File: config.mk
export PLATFORM = sky130hd
export DESIGN_NAME = adsr_envelope
export DESIGN_NICKNAME = d
export VERILOG_FILES = /design/src/rtl/adsr_envelope.sv
export SDC_FILE = /design/constraint.sdc
export NUM_CORES = 1
export LEC_CHECK = 0
export BUFFER_PORTS_ARGS = -buffer_cell sky130_fd_sc_hd__clkbuf_2
export CORE_MARGIN = 5
export CORE_UTILIZATION = 40
export DETAILED_ROUTE_END_ITERATION = 16
export HOLD_SLACK_MARGIN = 0.15
export PLACE_DENSITY = 0.55
export SYNTH_ARGS = -nofsm -noshare
export SYNTH_HDL_FRONTEND = slang
export SYNTH_SLANG_ARGS = --single-unit
File: constraint.sdc
create_clock -name clk_i -period 16.55 [get_ports clk_i]
set_clock_uncertainty 0.1 [all_clocks]
set_input_delay 0.8275 -clock clk_i [delete_from_list [all_inputs] [get_ports clk_i]]
set_output_delay 0.8275 -clock clk_i [all_outputs]
set_load 0.03 [all_outputs]
File: src/rtl/adsr_envelope.sv
// ADSR envelope generator applied to a valid/ready sample stream.
// The envelope steps once per accepted sample; each output sample is the input scaled by the pre-step envelope.
module adsr_envelope #(
  parameter int unsigned width_p         = 12,
  parameter int unsigned env_width_p     = 12,
  parameter int unsigned attack_step_p   = 1024,
  parameter int unsigned decay_step_p    = 512,
  parameter int unsigned sustain_level_p = 2048,
  parameter int unsigned release_step_p  = 256
) (
  input  logic                   clk_i,
  input  logic                   reset_i,
  input  logic                   gate_i,
  input  logic                   valid_i,
  output logic                   ready_o,
  input  logic [width_p-1:0]     data_i,
  output logic                   valid_o,
  input  logic                   ready_i,
  output logic [width_p-1:0]     data_o,
  output logic [env_width_p-1:0] env_o,
  output logic                   active_o
);

  localparam int unsigned EW = env_width_p + 1;
  localparam int unsigned PW = width_p + env_width_p + 1;

  localparam logic [EW-1:0] ENV_MAX   = {1'b0, {env_width_p{1'b1}}};
  localparam logic [EW-1:0] ATK_STEP  = EW'(attack_step_p);
  localparam logic [EW-1:0] DEC_STEP  = EW'(decay_step_p);
  localparam logic [EW-1:0] SUS_LVL   = EW'(sustain_level_p);
  localparam logic [EW-1:0] REL_STEP  = EW'(release_step_p);
  localparam logic [EW-1:0] DEC_FLOOR = SUS_LVL + DEC_STEP;

  typedef enum logic [2:0] {
    ST_IDLE,
    ST_ATTACK,
    ST_DECAY,
    ST_SUSTAIN,
    ST_RELEASE
  } state_e;

  state_e                  state_q, state_d, eff_state;
  logic [env_width_p-1:0]  env_q, env_d;
  logic [width_p-1:0]      data_q, data_d;
  logic                    valid_q, valid_d;
  logic                    active_q, active_d;
  logic                    accept;
  logic [EW-1:0]           env_x, env_sum, env_new;
  logic signed [PW-1:0]    prod;

  assign ready_o  = ~valid_q | ready_i;
  assign accept   = valid_i & ready_o;
  assign valid_o  = valid_q;
  assign data_o   = data_q;
  assign env_o    = env_q;
  assign active_o = active_q;

  // Gate edges are only observed on accepts: key-up releases, key-down (re)triggers.
  always_comb begin
    eff_state = state_q;
    if (gate_i) begin
      if (state_q == ST_IDLE || state_q == ST_RELEASE) eff_state = ST_ATTACK;
    end else begin
      if (state_q == ST_ATTACK || state_q == ST_DECAY || state_q == ST_SUSTAIN)
        eff_state = ST_RELEASE;
    end
  end

  // Envelope step in one extra bit so saturation never sees a wrapped value.
  always_comb begin
    env_x   = {1'b0, env_q};
    env_sum = env_x + ATK_STEP;
    env_new = env_x;
    state_d = state_q;
    if (accept) begin
      state_d = eff_state;
      case (eff_state)
        ST_ATTACK: begin
          if (env_sum >= ENV_MAX) begin
            env_new = ENV_MAX;
            state_d = ST_DECAY;
          end else begin
            env_new = env_sum;
          end
        end
        ST_DECAY: begin
          if (env_x <= DEC_FLOOR) begin
            env_new = SUS_LVL;
            state_d = ST_SUSTAIN;
          end else begin
            env_new = env_x - DEC_STEP;
          end
        end
        ST_SUSTAIN: env_new = env_x;
        ST_RELEASE: begin
          if (env_x <= REL_STEP) begin
            env_new = '0;
            state_d = ST_IDLE;
          end else begin
            env_new = env_x - REL_STEP;
          end
        end
        ST_IDLE: env_new = '0;
        default: begin
          env_new = '0;
          state_d = ST_IDLE;
        end
      endcase
    end
    env_d    = env_width_p'(env_new);
    active_d = (state_d != ST_IDLE);
  end

  // Scale by the envelope in force before this accept; |env| < 1.0 so the result cannot overflow.
  always_comb begin
    prod    = $signed(data_i) * $signed({1'b0, env_q});
    data_d  = data_q;
    valid_d = valid_q;
    if (accept) begin
      data_d  = width_p'(prod >>> env_width_p);
      valid_d = 1'b1;
    end else if (ready_i) begin
      valid_d = 1'b0;
    end
  end

  always_ff @(posedge clk_i or posedge reset_i) begin
    if (reset_i) begin
      state_q  <= ST_IDLE;
      env_q    <= '0;
      data_q   <= '0;
      valid_q  <= 1'b0;
      active_q <= 1'b0;
    end else begin
      state_q  <= state_d;
      env_q    <= env_d;
      data_q   <= data_d;
      valid_q  <= valid_d;
      active_q <= active_d;
    end
  end

endmodule
[After elaboration in Yosys (flattened, before gate mapping)]
Index checks and enable logic that the tools add are counted.
Storage, ports and cells
  memories: 0
  bits in registers: 29
  RAM bits: 0
  latch bits: 0
  bits of input ports: 17
  bits in read-only memories: 0
  output and inout bits: 27
Cells by class
  reductions and logical operators: 9
  $mul: 1
  multiplexer cells: 14
  equality and inequality tests: 8
  bitwise gates (word level): 4
  order comparisons: 3
  shifts and indexed selects: 0
  add/sub/neg operators: 3
  div/mod/pow operators: 0
Operators with widths (number)
  12-bit one-hot mux with 4 select lines: 1
  12-bit two-way mux: 3
  12-bit by 13-bit multiplier with 24-bit output: 1
  3-bit two-way mux: 7
  12-bit by 11-bit adder with 13-bit output (second input constant): 1
  13-bit by 12-bit >= comparator with 1-bit output (second input constant): 1
  3-bit by 2-bit equality test with 1-bit output (second input constant): 4
  12-bit <= comparator (second input constant): 1
  12-bit by 9-bit <= comparator with 1-bit output (second input constant): 1
  3-bit one-hot mux with 4 select lines: 1
  12-bit by 10-bit subtractor with 12-bit output (second input constant): 1
  12-bit by 9-bit subtractor with 12-bit output (second input constant): 1
  3-bit by 1-bit equality test with 1-bit output (second input constant): 2
  3-bit equality test (second input constant): 2
  3-bit zero test: 2
  1-bit logical OR: 3
  3-bit nonzero test: 1
  1-bit two-way mux: 2
  1-bit NOT: 2
  2-bit AND reduction: 1
  2-bit nonzero test: 1
  2-bit OR reduction: 1
  1-bit bitwise AND: 1
  1-bit bitwise OR: 1

[Longest topological paths before layout]
  depth in word-level cells: 10
  gate-level depth with buffers: 20

[Worst setup path before layout]
OpenSTA, ideal clock, no wires.
  path type: reg2reg
  start: register env_q[6] (netlist: env_o[6])
  end: register data_q[8] (netlist: data_o[8])
  cell stages (with the launch flop): 20
  clock period less this slack: 5525 ps
  buffers on the path: 1
  data arrival time: 5305 ps
  path slack: 11025 ps
  required time: 16330 ps
  cell sequence: dfrtp_1 clkbuf_1 nand2_1 inv_1 fa_1 fa_1 xor2_1 ha_1 a21o_1 fa_1 inv_1 fa_1 inv_1 ha_1 nand3_2 o221ai_1 a21oi_2 a21oi_1 or3_1 a31o_1
Between the ends
  cells in the longest elaborated chain, start to end: 1
Ends and longest elaborated chain
  start, declared: line 43  | logic [env_width_p-1:0] env_q, env_d;
  start signal, assigned: line 136  | env_q <= env_d;
  12-bit by 13-bit multiplier with 24-bit output: line 116  | prod = $signed(data_i) * $signed({1'b0, env_q});
  end signal, assigned: line 137  | data_q <= data_d;
  end, declared: line 44  | logic [width_p-1:0] data_q, data_d;
Every way passes these cells.
A chain may end at the register's enable or synchronous reset.

[Worst setup path after layout]
  start: register env_q[6] (netlist: env_o[6])
  end: register data_q[11] (netlist: data_o[11])
Same word-level chain as after synthesis.

==> flow_summary.yaml <==
run_status:
  status: "finished clean"
sta:
  hold_viol: 0
  rsz0062_at_grt: "no"
  max_clock_freq_ghz: 0.1694
  finalCritPeriodShare_pct: 35.67
  setup_violations: 0
  worstMarginPinSlew_ns: 0.8967
  period_minus_slack_ns: 5.903
  hold_ws_ns: 0.3855
  finalSetupTns_ns: 0
  max_slew_margin_pct: 40.15
  slew_violations: 0
cts:
  cts.repair.resized: 0
  tritoncts: "yes"
  clock_latency_ns: 0.26
  ctsHoldBuffers: 0
  post_cts_buffers: 0
  clock_path_buffers: 2
  cts_sinks: 22
  path_clk_slew_ns: 0.06
  htree_levels: 1
  root_buffer: "clkbuf_16"
  numCtsBuffers: 3
cells_and_area:
  seqCellArea_sq_um: 550.5
  multiInputGateArea_sq_um: 3784
  nets: 735
  fillerInstances: 1206
  diodes: 0
  area_growth_pct: 8.079
  fin_cells: 712
  drive_gt1_share_pct: 9.912
placed_design:
  portBuffers: 43
  dpl.hpwl_microns: 9365
  place.gp.congestion: 0.8517
  dp.cells: 708
yosys:
  async_flop_share_pct: 100.0
  synth_top_area_share_pct: 30.37
  yosysTopAreaCell: "fa_1"
  avgSynthCellArea_sq_um: 9.102
  synthTopCellsByArea: "fa_1, ha_1, dfrtp_1, inv_1, nand2_1"
  synth_seq_area_share_pct: 11.28
  synthCells: 536
  synth_seq_cells: 22
  synth_area_sq_um: 4878
  yosysWarningCount: 0
  syn-num-nets: 705
  synth_most_common_cell: "inv_1"
  synth_common_cells: "inv_1, ha_1, fa_1"
  synth-edff-count: 0
  synth_cell_types: 50
  ys.flop_type: "dfrtp_1"
setup_path:
  worst-setup-path-type: "flip-flop to flip-flop"
  slowest_delay_ns: 0.77
  cp_slowest_cell: "dfrtp_1"
  end_kind: "flip-flop"
  start_kind: "flip-flop"
  path_max_fanout: 23
  crit_required_ns: 16.62
  crit_top_cell: "fa_1"
  worstPathCellList: "nand2_1, fa_1, inv_1, ha_1, fa_1, inv_1, fa_1, fa_1, inv_1, ha_1, a211oi_1, o21ai_0, a21oi_1, a211oi_1, or3_1, a31oi_1"
  worstPathArrival_ns: 5.98
die:
  fp.dieH_microns: 120.4
  coreArea_sq_um: 11960
  die_w_microns: 120.4
  io_pins: 44
  row_count: 40
  die_area_sq_um: 14500
  start_util_pct: 40.78
global_routing:
  grt_antenna_before_repair: 0
  grt_max_degree: 25
  grt_pass1_wl_microns: 17970
  grt_util_all_layers_pct: 15.06
  grt_pass1_vias: 3736
  gr-total-overflow: 0
routing:
  dr.pass1.iters: 5
  drc: 0
  ant_nets: 0
  wl_per_cell_microns: 14.58
  wirelength_microns: 10380
  vias: 3596
  drt_iter0_drc: 107
  vias_per_cell: 5.051
min_path:
  worst_hold_path_type: "flip-flop to flip-flop"
run:
  drv_cap: 0
## flip-flops by register name, summed over array words and instances, names as in the netlist
register and flops:
valid_o 1, state_q 3, active_o 1, env_o 5
data_o 12
## per-stage QoR
stage	instance area (sq um)	util (%)	setup WS, ns
floorplan	4878	-	11.03
global placement	5184	43.34	10.64
detailed placement	5184	43.34	10.57
CTS	5273	44.08	10.64
global route	5273	44.08	10.22
finish	5273	44.08	10.65
## cell usage in the layout, fill, tap and decap left out, types with 3 or more instances in the layout
cell type,synthesis,routed
inv_1,119,119
ha_1,78,78
fa_1,74,74
nand2_1,56,56
clkbuf_2,0,43
and2_1,32,32
o21ai_0,24,24
dfrtp_1,22,22
a21oi_1,20,20
nor2_1,10,10
xnor2_1,10,10
a21o_1,5,5
or3_1,5,5
nand2b_1,4,4
a211oi_1,4,4
a31oi_1,3,3
nand3_1,3,3
o21bai_1,3,3
and3_1,3,3
nor3_1,3,3
nand4_1,3,3
xor2_1,3,3
a31o_1,3,3
clkbuf_16,0,3
## worst paths after layout
check,startpoint,endpoint,slack [ns],depth (start not counted)
worst min register to register,data_o[2]$_DFFE_PP0P_,data_o[2]$_DFFE_PP0P_,0.39,2
worst max-delay path,env_o[6]$_DFFE_PP0P_,data_o[11]$_DFFE_PP0P_,10.65,16
worst max register to register,env_o[6]$_DFFE_PP0P_,data_o[11]$_DFFE_PP0P_,10.65,16
max in group asynchronous,reset_i,data_o[11]$_DFFE_PP0P_,15.16,2
worst min-delay path,data_o[2]$_DFFE_PP0P_,data_o[2]$_DFFE_PP0P_,0.39,2
min in group asynchronous,reset_i,data_o[7]$_DFFE_PP0P_,0.64,2
## critical path: cells and delay by family (launching register included)
kind | cells | cell delay [ns]
adder cells (fa/ha/maj) | 6 | 2.83
AND/OR/NAND/NOR | 2 | 0.69
flip-flops | 1 | 0.77
buffers and inverters | 3 | 0.15
AO/OA/AOI/OAI | 5 | 1.28
## cell families (layout without fill, tap and decap cells)
group                    after synthesis  in the layout  share of synthesized area [%]
multiplexers                           1              1                         0.2052
buffers and inverters                138            167                          11.16
AND/OR/NAND/NOR                      126            126                          12.90
flip-flops                            22             22                          11.28
XOR/XNOR                              13             13                          2.334
AO/OA/AOI/OAI                         84             84                          11.75
adder cells (fa/ha/maj)              152            152                          50.37
## layout make-up
type / instances / area share, %
Tap cell: 147 / 3.488
Sequential cell: 22 / 10.44
Timing Repair Buffer: 43 / 4.082
Clock buffer: 4 / 1.685
Multi-Input combinational cell: 376 / 71.76
Inverter: 120 / 8.543
## routing by layer
layer	track usage, %	up-vias	routed length, microns
met5	0	-	0
met4	2.620	0	138
met3	1.403	10	235
met2	25.81	54	5259
met1	21.05	1780	4749
li1	-	1752	-
Power is not shown: default switching activity piles up to over one toggle a cycle in this logic, so the estimate is an artifact.
